<file path="config.mk">
export PLATFORM = sky130hd
export DESIGN_NAME = fluxo_dados_desafio
export DESIGN_NICKNAME = d
export VERILOG_FILES = /design/src/rtl/fluxo_dados_desafio_pkg.sv /design/src/rtl/fluxo_dados_desafio_edge_detector.sv /design/src/rtl/fluxo_dados_desafio.sv
export SDC_FILE = /design/constraint.sdc
export NUM_CORES = 1
export LEC_CHECK = 0
export CAP_MARGIN = 5
export CELL_PAD_IN_SITES_DETAIL_PLACEMENT = 2
export CELL_PAD_IN_SITES_GLOBAL_PLACEMENT = 2
export CORE_ASPECT_RATIO = 1.5
export CORE_MARGIN = 2
export CORE_UTILIZATION = 28
export DETAILED_ROUTE_END_ITERATION = 7
export GPL_TIMING_DRIVEN = 0
export PLACE_DENSITY = 0.74
export SYNTH_ARGS = -nofsm -noshare
export SYNTH_HDL_FRONTEND = slang
export SYNTH_SLANG_ARGS = --single-unit
</file>
<file path="constraint.sdc">
create_clock -name clock -period 1.9 [get_ports clock]
set_clock_uncertainty 0.15 [all_clocks]
set_input_delay 0.19 -clock clock [delete_from_list [all_inputs] [get_ports clock]]
set_output_delay 0.19 -clock clock [all_outputs]
set_load 0.005 [all_outputs]
</file>
<file path="src/rtl/fluxo_dados_desafio_pkg.sv">
// rtl/fluxo_dados_desafio_pkg.sv - shared widths, timer default and play memory table
package fluxo_dados_desafio_pkg;

  localparam int ADDR_W = 4;
  localparam int DATA_W = 4;
  localparam int TIMEOUT_CYCLES_DEFAULT = 5000;

  // Expected play sequence: one-hot button per round.
  function automatic logic [DATA_W-1:0] mem_read(input logic [ADDR_W-1:0] addr);
    logic [DATA_W-1:0] word;
    word = 4'h1;
    case (addr)
      4'd0:  word = 4'h1;
      4'd1:  word = 4'h2;
      4'd2:  word = 4'h4;
      4'd3:  word = 4'h8;
      4'd4:  word = 4'h4;
      4'd5:  word = 4'h2;
      4'd6:  word = 4'h1;
      4'd7:  word = 4'h1;
      4'd8:  word = 4'h2;
      4'd9:  word = 4'h2;
      4'd10: word = 4'h4;
      4'd11: word = 4'h4;
      4'd12: word = 4'h8;
      4'd13: word = 4'h1;
      4'd14: word = 4'h8;
      4'd15: word = 4'h4;
      default: word = 4'h1;
    endcase
    return word;
  endfunction

endpackage

</file>
<file path="src/rtl/fluxo_dados_desafio_edge_detector.sv">
// rtl/fluxo_dados_desafio_edge_detector.sv - one-cycle pulse on rising edge of sinal
module edge_detector (
  input  logic clock,
  input  logic reset,
  input  logic sinal,
  output logic pulso
);

  logic s1;
  logic s2;

  always_ff @(posedge clock or posedge reset) begin
    if (reset) begin
      s1 <= 1'b0;
      s2 <= 1'b0;
    end else begin
      s1 <= sinal;
      s2 <= s1;
    end
  end

  assign pulso = s1 & ~s2;

endmodule

</file>
<file path="src/rtl/fluxo_dados_desafio.sv">
// rtl/fluxo_dados_desafio.sv - game datapath: address counter, play register, memory, press detect, play timer
module fluxo_dados_desafio
  import fluxo_dados_desafio_pkg::*;
#(
  parameter int TIMEOUT_CYCLES = TIMEOUT_CYCLES_DEFAULT
) (
  input  logic              clock,
  input  logic              reset,
  input  logic              zeraC,
  input  logic              contaC,
  input  logic              zeraR,
  input  logic              registraR,
  input  logic              zera_timer,
  input  logic              conta_timer,
  input  logic [DATA_W-1:0] botoes,
  output logic              fim,
  output logic              igual,
  output logic              jogada_feita,
  output logic              fim_timer,
  output logic [ADDR_W-1:0] db_contagem,
  output logic [DATA_W-1:0] db_jogada,
  output logic [DATA_W-1:0] db_memoria,
  output logic              db_tem_jogada
);

  localparam int TW = $clog2(TIMEOUT_CYCLES);
  localparam logic [TW-1:0] TIMER_MAX = TW'(TIMEOUT_CYCLES - 1);

  logic [ADDR_W-1:0] contagem;
  logic [DATA_W-1:0] jogada;
  logic [DATA_W-1:0] memoria;
  logic [TW-1:0]     timer;
  logic              tem_jogada;

  always_ff @(posedge clock or posedge reset) begin
    if (reset) begin
      contagem <= '0;
    end else if (zeraC) begin
      contagem <= '0;
    end else if (contaC) begin
      contagem <= contagem + 4'd1;
    end
  end

  always_ff @(posedge clock or posedge reset) begin
    if (reset) begin
      jogada <= '0;
    end else if (zeraR) begin
      jogada <= '0;
    end else if (registraR) begin
      jogada <= botoes;
    end
  end

  // Saturates so fim_timer stays asserted until the controller clears it.
  always_ff @(posedge clock or posedge reset) begin
    if (reset) begin
      timer <= '0;
    end else if (zera_timer) begin
      timer <= '0;
    end else if (conta_timer && (timer != TIMER_MAX)) begin
      timer <= timer + TW'(1);
    end
  end

  assign memoria    = mem_read(contagem);
  assign tem_jogada = |botoes;

  edge_detector u_edge_detector (
    .clock (clock),
    .reset (reset),
    .sinal (tem_jogada),
    .pulso (jogada_feita)
  );

  assign fim           = (contagem == 4'd15);
  assign igual         = (jogada == memoria);
  assign fim_timer     = (timer == TIMER_MAX);
  assign db_contagem   = contagem;
  assign db_jogada     = jogada;
  assign db_memoria    = memoria;
  assign db_tem_jogada = tem_jogada;

endmodule

</file>
# Yosys cells after proc, flatten, opt, wreduce, memory -nomap -nowiden

Memories as Yosys holds them, arrays and structs flattened.
Index checks and enable logic that the tools add are counted.

Memory bits (writable): 0
Input port bits: 12
Memories kept: 1
Latch bits: 0
Memory bits (read-only): 64
Register bits after elaboration: 23

Memories:

| memory           | words | width | rd ports | clocked after Yosys merged registers in | write ports | line                          | source |
|---|---|---|---|---|---|---|---|
| (name not given) | 16    | 4     | 1        | 0                                       | 0           | fluxo_dados_desafio_pkg.sv:12 | `case (addr)` |

Div/mod/pow operators: 0
Reduce and logical (&&, ||, !) cells: 5
Add/subtract/negate cells: 2
Magnitude comparators: 0
Eq/ne operators: 4
Multiplexer cells: 6
Multipliers: 0
Bitwise gates (word level): 2
Shifts and indexed selects: 0

Operators by type and width:

| operator                | count |
|---|---|
| $mux W13                | 2 |
| $mux W4                 | 4 |
| $add A13 B1 Y13 const B | 1 |
| $eq A13 B13 Y1 const B  | 1 |
| $ne A13 B13 Y1 const B  | 1 |
| $reduce_bool A2 Y1      | 3 |
| $add A4 B1 Y4 const B   | 1 |
| $eq A4 B4 Y1            | 1 |
| $eq A4 B4 Y1 const B    | 1 |
| $reduce_or A4 Y1        | 1 |
| $and A1 B1 Y1           | 1 |
| $logic_and A1 B1 Y1     | 1 |
| $not A1 Y1              | 1 |

# Logic depth before layout (Yosys ltp)

Depth in word-level cells: 4
Depth in mapped cells: 7

# Cells and area by module

From an unflattened synthesis, not the netlist that was laid out.

Cells, all modules: 127
Area, all modules: 1,292.5 um2

By module, submodules not included:

| module              | cells each | area an instance (um2) | seq. area each (um2) | instances |
|---|---|---|---|---|
| fluxo_dados_desafio | 123        | 1,224.9                | 525.5                | 1 |
| edge_detector       | 4          | 67.6                   | 50.0                 | 1 |

# Least setup slack after synthesis

No wires, ideal clock.

Kind: register -> output
Start point: register contagem[0], in the netlist db_contagem[0]
End point: output igual
Data arrival time: 1,627 ps
Setup slack: -67 ps
Stages on the path, launching flop included: 6
Path buffers: 0
Cell sequence: dfrtp_1 -> inv_1 -> ha_1 -> mux4_2 -> xor2_1 -> nor4_2

Word-level cells in the longest chain between the ends: 2

Ends and longest elaborated chain:

| what                     | line                      | source |
|---|---|---|
| start: declaration       | fluxo_dados_desafio.sv:29 | `logic [ADDR_W-1:0] contagem;` |
| start signal: assignment | fluxo_dados_desafio.sv:41 | `contagem <= contagem + 4'd1;` |
| $mem_v2 Z16 W4           | n/a                       |  |
| net db_memoria[2]        | fluxo_dados_desafio.sv:22 | `output logic [DATA_W-1:0] db_memoria,` |
| $eq A4 B4 Y1             | fluxo_dados_desafio.sv:77 | `assign igual = (jogada == memoria);` |
| end: declaration         | fluxo_dados_desafio.sv:17 | `output logic igual,` |

The timed path passes the listed nets, and every way through them passes these cells.

# Worst setup path in the final report

Start point: register contagem[0], in the netlist db_contagem[0]
End point: output igual

Word-level cells in the longest chain between the ends: 2

Ends and longest elaborated chain:

| what           | line |
|---|---|
| $mem_v2 Z16 W4 | n/a |
| $eq A4 B4 Y1   | fluxo_dados_desafio.sv:77 |

No other way between the ends.

==> metrics <==
sequential area share after synthesis 43.98%; Antenna Nets Post-Route 0; cell count after synthesis 127; most common cell after layout, fill and taps aside nor2_1; average size of a mapped cell 10.31 sq um; failing checks setup timing; layout cells sized above 1 26.90%; cell accounting for the most synthesized area dfrtp_1; Power per Cell Area 572.4 nW/um^2; Fmax achieved 437.9 MHz; fin crit share 120.2%; Worst Setup SP db_contagem[0]; reg2reg path depth 5; Detailed Routing Iterations Pass 1 4; Setup crit start kind flip-flop; clk sinks 23; Worst Path Max Fanout 4; Worst EP required 1.56 ns; R2R setup slack 0.14 ns; area grow syn2layout 43.31%; critical path class flip-flop to output pin; RSZ-0062 raised after global routing yes; Final Setup Violations 5; top cell type's share of synthesized area 43.98%; leak pwr 0.8130 nW; Switch Pwr 0.2937 mW; total wire length 3852 microns; Core Area 4504 sq um; IO Count 29; GRT Total Usage 15.95%; fin area 1876 sq um; clock-pin slew of the registers on the worst-case setup and hold paths 0.09 ns; crit path time final 2.283 ns; Die Wd 59.82 microns; endpoint of the worst setup timing path igual; largest net degree at the start of global routing 24; CP max stage delay 0.46 ns; Synthesis Warnings 0; synth unique cells 33; Final GP Congestion 0.7289; drc violations 0; critical path cell sequence buf_4 -> ha_2 -> mux2_2 -> xor2_1 -> nor4_2 -> buf_2; worst setup margin -0.3835 ns; TritonCTS clock tree done; Final HPWL DP 2650 microns; H-tree depth 1; hold-fix buffers at CTS 0; MaxCap Viol Count 0; Hold WC Path Type input pin to flip-flop; CP endpoint kind output pin; clock power share 29.7%; CTS root buf clkbuf_8; vias in the first global route 1327; Slowest-stage cell, CP dfrtp_2; synth top area cells dfrtp_1 44%, nor2_1 6.3%, ha_1 5.7%; run status finished, violations left; # fillers 489; combinational share of power 21.2%; first-pass GRT wire length 6368 microns; via count 1124; Worst Path Arrival 1.94 ns; I/O Buffers 27; Congestion Overflow GR 0; pre-CTS setup slack -0.6006 ns; Die ar. 5248 sq um; worst vdd ir 0.2781 mV; clock buffer count from CTS 3; Max Slew Vio Count 0; #FFs+latches synth 23; clk_lat worst skew 0.27 ns; commonest non-fill, non-tap cells in the layout 22 x nor2_1, 19 x dfrtp_1, 19 x clkdlybuf4s50_1; P_int 0.7798 mW; DIE HEIGHT 87.73 microns; site row count 30; drt wl/cell 17.59 microns; Vias/cell 5.132; Flop pwr share 49.0%; Reg-to-Reg Start timer[0]; placed cell area 1639 sq um; Core Util, Final 41.64%; Syn Nets 145; Final Hold Viols 0; initial antenna violation count 0; worst r2r dst timer[11]; relative slew slack 39.44%; switching fraction of total power 27.36%; Starting Density 29.06%; Worst Max-Slew Pin Slew 0.9074 ns; layout net count 190; Starting DRT DRC Count 8; Synth Cell Area 1309 sq um; ant diodes 0; CTS max path bufs 2
==> worst max-delay path: cells and delay by family, from the launching register on <==
| kind | cells | cell delay (ns) |
|---|---|---|
| adder cells (fa/ha/maj) | 1 | 0.20 |
| multiplexers | 1 | 0.29 |
| buffers and inverters | 2 | 0.31 |
| AND/OR/NAND/NOR | 1 | 0.24 |
| flip-flops | 1 | 0.46 |
| XOR/XNOR | 1 | 0.16 |
==> registers in the layout, indices dropped and copies added, names as in the netlist <==
name,count
db_contagem,4
db_jogada,4
timer,13
u_edge_detector.s1,1
u_edge_detector.s2,1
==> routing by layer <==
| metal | share of wire [%] | global-route usage (%) | vias up | routed length, microns |
|---|---|---|---|---|
| met5 | 0 | 0 | - | 0 |
| met4 | 1.6 | 5.253 | 0 | 62 |
| met3 | 2.3 | 1.477 | 6 | 87 |
| met2 | 59 | 30.63 | 23 | 2267 |
| met1 | 37 | 17.60 | 570 | 1435 |
| li1 | - | - | 525 | - |
==> power groups by stage <==
stage | Clock (mW) | Combinational (mW) | Sequential, mW
after floorplan | 0 | 0.0938 | 0.530
after global placement | 0 | 0.190 | 0.533
after detailed placement | 0 | 0.198 | 0.535
after CTS | 0.329 | 0.222 | 0.526
after global routing | 0.345 | 0.254 | 0.529
final | 0.319 | 0.228 | 0.526
==> how the worst min path moves through the flow <==
| stage | end | slack, ns | startpoint | depth (start not counted) |
|---|---|---|---|---|
| after floorplan | db_contagem[0] | 0.04 | reset | 1 |
| after global placement | u_edge_detector.s2 | 0.20 | u_edge_detector.s1 | 0 |
| after detailed placement | u_edge_detector.s2 | 0.22 | u_edge_detector.s1 | 0 |
| after CTS | db_jogada[2] | 0.19 | registraR | 3 |
| after global routing | db_jogada[2] | 0.22 | registraR | 3 |
| final | db_jogada[2] | 0.19 | registraR | 3 |
==> cell usage after synthesis <==
library cell	count
dfrtp_1	23
nor2_1	22
mux2i_1	7
xnor2_1	7
xor2_1	7
ha_1	6
inv_1	6
nand4_1	6
nor2b_1	4
and3_1	3
clkbuf_1	3
mux2_2	3
nand2_1	3
nand3_1	3
a21oi_1	2
a31o_2	2
nor4_1	2
nor4b_2	2
o21ai_0	2
a211oi_1	1
a31oi_1	1
a31oi_2	1
and3_2	1
and4_1	1
buf_2	1
buf_6	1
mux4_2	1
nand2b_1	1
nor3_1	1
nor4_2	1
nor4b_1	1
or3_1	1
or4_1	1
==> through the flow <==
stage,setup TNS (ns),hold WS (ns),std cells,power (mW)
2_1_floorplan,0,0.04192,127,0.6242
3_3_place_gp,-1.152,0.2026,202,0.7231
3_5_place_dp,-1.306,0.2165,202,0.7336
4_1_cts,-0.8241,0.1902,216,1.077
5_1_grt,-1.201,0.2156,219,1.127
6_report,-0.8632,0.1929,219,1.073
==> cell families after synthesis <==
kind of cell               after synthesis  synth area share (%)
DFF                                     23                 43.98
buffers and inverters                   11                 3.823
xor gates and xnor gates                14                 9.369
and+or+nand+nor                         53                 22.56
AOI/OAI and AO/OA                        9                 4.876
muxes                                   11                 9.656
adders and majority gates                6                 5.736
==> area by class of cell <==
cell class / instances / area (sq um) / area share, %
tap: 48 / 60.06 / 3.202
sequential: 23 / 580.6 / 30.95
inverter: 6 / 22.52 / 1.201
clock buffer: 4 / 45.04 / 2.402
buffer: 4 / 23.77 / 1.268
timing repair buffer: 41 / 372.9 / 19.88
multi-input combinational: 93 / 770.7 / 41.09
==> what timing repair did <==
item                                    in CTS  in global routing
pin swaps                                    3                  0
endpoints found under the setup margin       9                  6
resized for setup                           29                 13
buffers inserted                            11                  3
Note: power is estimated with default switching activity, not from simulation.
